<file path="config.mk">
export PLATFORM = sky130hd
export DESIGN_NAME = decoder_3
export DESIGN_NICKNAME = d
export VERILOG_FILES = /design/src/rtl/decoder_3.sv
export SDC_FILE = /design/constraint.sdc
export NUM_CORES = 1
export LEC_CHECK = 0
export ABC_CLOCK_PERIOD_IN_PS = 1220
export CELL_PAD_IN_SITES_DETAIL_PLACEMENT = 1
export CELL_PAD_IN_SITES_GLOBAL_PLACEMENT = 1
export CORE_AREA = 2 2 39 41
export CTS_BUF_LIST = sky130_fd_sc_hd__clkbuf_16
export DETAILED_ROUTE_END_ITERATION = 12
export DIE_AREA = 0 0 41 43
export PLACE_DENSITY = 0.65
export SYNTH_ARGS = -nofsm -noshare
export SYNTH_HDL_FRONTEND = slang
export SYNTH_SLANG_ARGS = --single-unit
</file>
<file path="constraint.sdc">
create_clock -name clk -period 1.22 [get_ports clk]
set_clock_uncertainty 0.05 [all_clocks]
set_input_delay 0.122 -clock clk [delete_from_list [all_inputs] [get_ports clk]]
set_output_delay 0.122 -clock clk [all_outputs]
set_load 0.05 [all_outputs]
</file>
<file path="src/rtl/decoder_3.sv">
// Registered 3-to-8 line decoder with enable and selectable output polarity.
// Select index is {a,b,c}; x updates only on the rising clk edge.
module decoder_3 #(
    parameter bit ACTIVE_HIGH = 1'b1
) (
    input  logic       clk,
    input  logic       rst,
    input  logic       en,
    input  logic       a,
    input  logic       b,
    input  logic       c,
    output logic [7:0] x
);

    // XOR mask that flips the active-high encoding into one-cold when needed.
    localparam logic [7:0] POL_MASK = ACTIVE_HIGH ? 8'h00 : 8'hFF;

    logic [2:0] sel;
    logic [7:0] onehot;

    assign sel = {a, b, c};

    always_comb begin
        onehot = 8'h00;
        case (sel)
            3'd0: onehot = 8'b0000_0001;
            3'd1: onehot = 8'b0000_0010;
            3'd2: onehot = 8'b0000_0100;
            3'd3: onehot = 8'b0000_1000;
            3'd4: onehot = 8'b0001_0000;
            3'd5: onehot = 8'b0010_0000;
            3'd6: onehot = 8'b0100_0000;
            3'd7: onehot = 8'b1000_0000;
            default: onehot = 8'h00;
        endcase
    end

    // Reset wins over enable; a disabled or reset edge loads the all-inactive value.
    always_ff @(posedge clk) begin
        if (rst)
            x <= POL_MASK;
        else if (en)
            x <= onehot ^ POL_MASK;
        else
            x <= POL_MASK;
    end

endmodule

</file>
==> reports/metrics.csv, run 1 <==
stage,metric,value,unit
timing,Tcrit/Tclk final,0.8300,
critical_path,crit-path cells,clkdlybuf4s50_1 > or3b_4 > nor3_2,
timing,Slew HR,0.8715,
placement,pre-CTS setup slack,-0.03844,ns
timing,Final setup viols,0,
cts,# H-tree levels,1,
cts,Worst-path clk slew,0.03,ns
die,Total Die Area,1763,µm²
yosys,cell area after synthesis,232.7,µm²
timing,min Tclk post-route,1.013,ns
critical_path,CP Max Fanout,4,
finish,most frequent cells in the layout,"buf_12, dfxtp_1, nor2_1",
drt,vias,207,
finish,area growth from synthesis to layout,131.2,%
drt,Antenna Violating Nets Remaining,0,
cts,post-CTS setup buffers,0,
cts,CTS tree,done,
run,Max Cap Viol,0,
finish,share of cells above drive strength 1,0.3514,
die,DIE HEIGHT,43,µm
timing,setup ws final,0.2074,ns
cts,Max clock buf depth,2,
die,Core ar.,1384,µm²
global_routing,number of global-route vias before repair,220,
global_routing,first-pass GRT wire length,883,µm
timing,fmax,0.9875,GHz
placement,hpwl dp,419.1,µm
critical_path,Critical Path AT,1.11,ns
yosys,Syn Inst Count,21,
yosys,register area share after synthesis,0.6882,
drt,WL final,522,µm
global_routing,grt ovf,0,
die,Initial Util,0.1682,
cts,CTS resizes,0,
global_routing,GRT Total Usage,0.08551,
timing,max-slew violation count,0,
yosys,#FFs+latches synth,8,
global_routing,largest net degree at the start of global routing,6,
power_and_ir_drop,Pwr Density,1624,nW/µm²
finish,fin cells,53,
finish,fin nets,45,
yosys,largest family of logic cells by synthesized area,simple AND/OR/NAND/NOR gates,
critical_path,"slowest stage delay, CP",0.47,ns
yosys,Adder-Cell Fraction of Synth Area,0,
die,num ports,14,
placement,Placed Cells,50,
timing,RSZ-0062 raised after global routing,no,
critical_path,Crit-path slowest cell,clkdlybuf4s50_1,
finish,utilization after layout,0.3888,
yosys,Synth Area in Compound Gates,0,
drt,Post-route DRC,0,
global_routing,initial antenna violation count,0,
finish,Largest regs,x: 8 flops,
cts,clk root buf,clkbuf_16,
hold_path,Worst Hold Launch,b,
placement,PortBufs,13,
drt,Via density,3.906,
drt,DRT iter0 DRCs,2,
yosys,Unique masters post-synth,8,
critical_path,Setup CP Type,input pin to flop,
critical_path,CP bufs+invs,1,
timing,Min Hold Slack,0.5196,ns
yosys,Synth Area per Inst,11.08,µm²
finish,max reg flops,8,
timing,Worst Tran Pin Value,0.1922,ns
yosys,Mapped Nets,27,
critical_path,CP Launch Type,input pin,
run_status,outcome,completed,
critical_path,CP endpoint kind,flop,
finish,layout filler cell count,142,
power_and_ir_drop,Leak,0.0002088,µW
die,Chip Width,41,µm
hold_path,hold depth,2,
yosys,mux contribution to synthesized area,0,
critical_path,WP data required,1.32,ns
power_and_ir_drop,Max VDD drop,0.0005967,V
yosys,Synth Area in XOR/XNOR,0,
yosys,Post-Synth Simple-Gate Area,0.3118,
drt,drt wl/cell,9.849,µm
finish,antenna diode count,0,
drt,Pre-antenna DRT Iters,2,
critical_path,Top Family by Delay on Critical Path,simple AND/OR/NAND/NOR gates,
cts,Hold Buf Count CTS,0,
hold_path,WHS Endpoint,x[0]$_SDFF_PP0_,
finish,most flop-heavy register,x,
critical_path,Worst Setup SP,en,
cts,Sink Count,8,
cts,total CTS buffers,3,
die,# rows,14,
timing,Final Hold Vio Count,0,
yosys,synth warn,0,
placement,Routability Congestion,0.7482,
hold_path,Hold Crit Class,input pin to flop,
## cells by family after synthesis
family        Yosys count
flops                   8
simple gates           13
## per-layer routing
metal,global-route usage,wire length (µm),vias to the layer above
met5,0,0,-
met4,0.1200,14,0
met3,0.03141,29,2
met2,0.1125,273,11
met1,0.08091,203,95
li1,-,-,99
## synth_stat cells
cell / instances / area [µm²]
nor2_1: 6 / 22.52
dfxtp_1: 8 / 160.2
or3b_4: 1 / 11.26
nand2b_1: 2 / 12.51
nor3_2: 1 / 10.01
nand2_1: 1 / 3.750
nor3_1: 1 / 5.000
nand3b_1: 1 / 7.510
## worst max-delay path by stage
stage | slack, ns | cells past startpoint | endpoint
CTS | 0.20 | 3 | x[0]$_SDFF_PP0_
global route | 0.15 | 3 | x[0]$_SDFF_PP0_
floorplan | 0.46 | 0 | x[0]
finish | 0.21 | 3 | x[0]$_SDFF_PP0_
detailed placement | -0.04 | 3 | x[0]$_SDFF_PP0_
global placement | -0.003 | 3 | x[0]$_SDFF_PP0_
## power by group
part	switching [µW]	internal [µW]	total, µW
combinational	30.9	36.5	67.4
sequential	3.55	268	271
clock	114	421	535
## through the flow
step | total power (µW) | area (µm²) | setup TNS (ns)
after floorplan | 299.5 | 232.7 | 0
after global placement | 342.0 | 462.9 | -0.005626
after detailed placement | 342.8 | 462.9 | -0.06300
after CTS | 881.5 | 538.0 | 0
after global routing | 903.2 | 538.0 | 0
final | 873.5 | 538.0 | 0
## cell type report
cell class / count / area (µm²) / area share
timing repair buffer: 13 / 210.2 / 0.3907
multi-input combinational: 13 / 72.57 / 0.1349
clock buffer: 3 / 75.07 / 0.1395
tap: 16 / 20.02 / 0.03721
sequential: 8 / 160.2 / 0.2977
Power figures use the tool's default switching activity.
==> run 2: changes to the inputs <==
Settings changed: ABC_CLOCK_PERIOD_IN_PS 1220 to 950.
Clock period 1.22 ns to 0.95 ns, I/O delays scaled along.
==> run 2 against run 1 <==
  * Largest cell class unchanged
  * Wire length is 1.5% lower
  * Sequential power is 28% higher
  * Highest routed layer unchanged
  * Non-clock buffer count is 1 higher
  * First-iteration DRC count is 50% higher
  * Utilization is 0.27 points higher
  * Critical path type is now flop to output pin
  * Critical path depth is 2 lower
==> reports/metrics.csv, run 2 (same netlist as run 1, synthesis figures left out) <==
stage,metric,value,unit
timing,Final Hold Vio Count,0,
power_and_ir_drop,Max VDD drop,0.0007881,V
critical_path,CP Max Fanout,1,
global_routing,GRT Total Usage,0.08048,
power_and_ir_drop,Int Pwr,929.3,µW
cts,Hold Buf Count CTS,0,
critical_path,Setup CP Type,flop to output pin,
power_and_ir_drop,Leak,0.0002166,µW
placement,PortBufs,13,
die,Core ar.,1384,µm²
critical_path,WP data required,0.81,ns
timing,max-slew violation count,0,
global_routing,initial antenna violation count,0,
critical_path,"slowest stage delay, CP",0.36,ns
finish,layout filler cell count,150,
critical_path,crit-path cells,buf_12,
timing,Final setup viols,0,
placement,Routability Congestion,0.6974,
power_and_ir_drop,Sw Pwr,190.4,µW
power_and_ir_drop,Switching Fraction,0.1701,
finish,Largest regs,x: 8 flops,
cts,CTS tree,done,
timing,min Tclk post-route,0.8761,ns
global_routing,number of global-route vias before repair,208,
cts,Worst-path clk slew,0.03,ns
critical_path,Critical Path AT,0.73,ns
critical_path,CP bufs+invs,1,
critical_path,Top Family by Delay on Critical Path,flip-flops,
die,Total Die Area,1763,µm²
drt,drt wl/cell,9.519,µm
power_and_ir_drop,Pwr Density,2067,nW/µm²
hold_path,hold depth,3,
run,Max Cap Viol,0,
timing,RSZ-0062 raised after global routing,no,
finish,antenna diode count,0,
cts,total CTS buffers,3,
drt,Via density,3.852,
global_routing,largest net degree at the start of global routing,6,
finish,share of cells above drive strength 1,0.3684,
cts,clk root buf,clkbuf_16,
timing,fmax,1.141,GHz
cts,Sink Count,8,
die,Initial Util,0.1682,
timing,Slew HR,0.8792,
critical_path,CP endpoint kind,output pin,
drt,vias,208,
finish,area growth from synthesis to layout,132.8,%
die,# rows,14,
timing,Worst Tran Pin Value,0.1807,ns
drt,Post-route DRC,0,
finish,fin nets,46,
global_routing,grt ovf,0,
drt,DRT iter0 DRCs,3,
placement,pre-CTS setup slack,-0.2632,ns
timing,setup ws final,0.07392,ns
critical_path,Crit-path slowest cell,dfxtp_1,
run_status,outcome,completed,
finish,most frequent cells in the layout,"buf_12, dfxtp_1, nor2_1",
finish,FF+latch area,160.2,µm²
drt,Pre-antenna DRT Iters,2,
finish,area of the multi-input gates,72.57,µm²
power_and_ir_drop,Sequential Power Share,0.311,
cts,# H-tree levels,1,
die,DIE HEIGHT,43,µm
critical_path,CP Launch Type,flop,
hold_path,Hold Crit Class,input pin to flop,
critical_path,critical path depth in cells,1,
die,num ports,14,
power_and_ir_drop,power share of the clock group,0.614,
power_and_ir_drop,Comb power frac,0.075,
drt,WL final,514,µm
finish,max reg flops,8,
timing,Min Hold Slack,0.2690,ns
die,Chip Width,41,µm
finish,most flop-heavy register,x,
global_routing,first-pass GRT wire length,828,µm
cts,Max clock buf depth,2,
drt,Antenna Violating Nets Remaining,0,
timing,Tcrit/Tclk final,0.9222,
## run 2: cell types whose count changed in the layout (fill, tap and decap cells not counted)
cell,change
clkdlybuf4s50_1,-3
buf_4,+1
dlygate4sd2_1,+3
## run 2: what timing repair did
item	in CTS	in global routing
endpoints found under the setup margin	4	0
setup buffers	0	0
gates resized for setup	3	0
## run 2: worst paths after layout
path,from,end
setup / recovery,x[6]$_SDFF_PP0_,x[6]
hold / removal,rst,x[2]$_SDFF_PP0_
## run 2: cell type report
type	count	share of cell area
timing repair buffer	14	0.3949
sequential	8	0.2956
clock buffer	3	0.1386
multi-input combinational	13	0.1339
tap	16	0.03695
## run 2: per-layer routing
layer,GRT usage,routed length (µm),vias to the layer above
li1,-,-,102
met1,0.07120,193,88
met2,0.1156,256,14
met3,0.03141,38,4
met4,0.1000,26,0
met5,0,0,-
## run 2: power groups by stage
stage	combinational (µW)	clock, µW	sequential [µW]
2_1_floorplan	14.6	0	370
3_3_place_gp	88.5	0	353
3_5_place_dp	89.3	0	353
4_1_cts	85.1	696	348
5_1_grt	90.6	719	348
6_report	84.4	687	348
## run 2: through the flow
step | std cells | setup TNS [ns] | total power (µW) | area, µm² | util
2_1_floorplan | 21 | 0 | 384.6 | 232.7 | -
3_3_place_gp | 51 | -1.213 | 441.5 | 470.5 | 0.3400
3_5_place_dp | 51 | -1.298 | 442.7 | 470.5 | 0.3400
4_1_cts | 54 | 0 | 1129 | 541.8 | 0.3915
5_1_grt | 54 | 0 | 1158 | 541.8 | 0.3915
6_report | 54 | 0 | 1120 | 541.8 | 0.3915
==> run 3: changes to the inputs <==
Settings changed: SLEW_MARGIN from default to 20.
==> results of run 3 <==
Same layout as run 2: the final DEF is identical, and so are final timing and power.
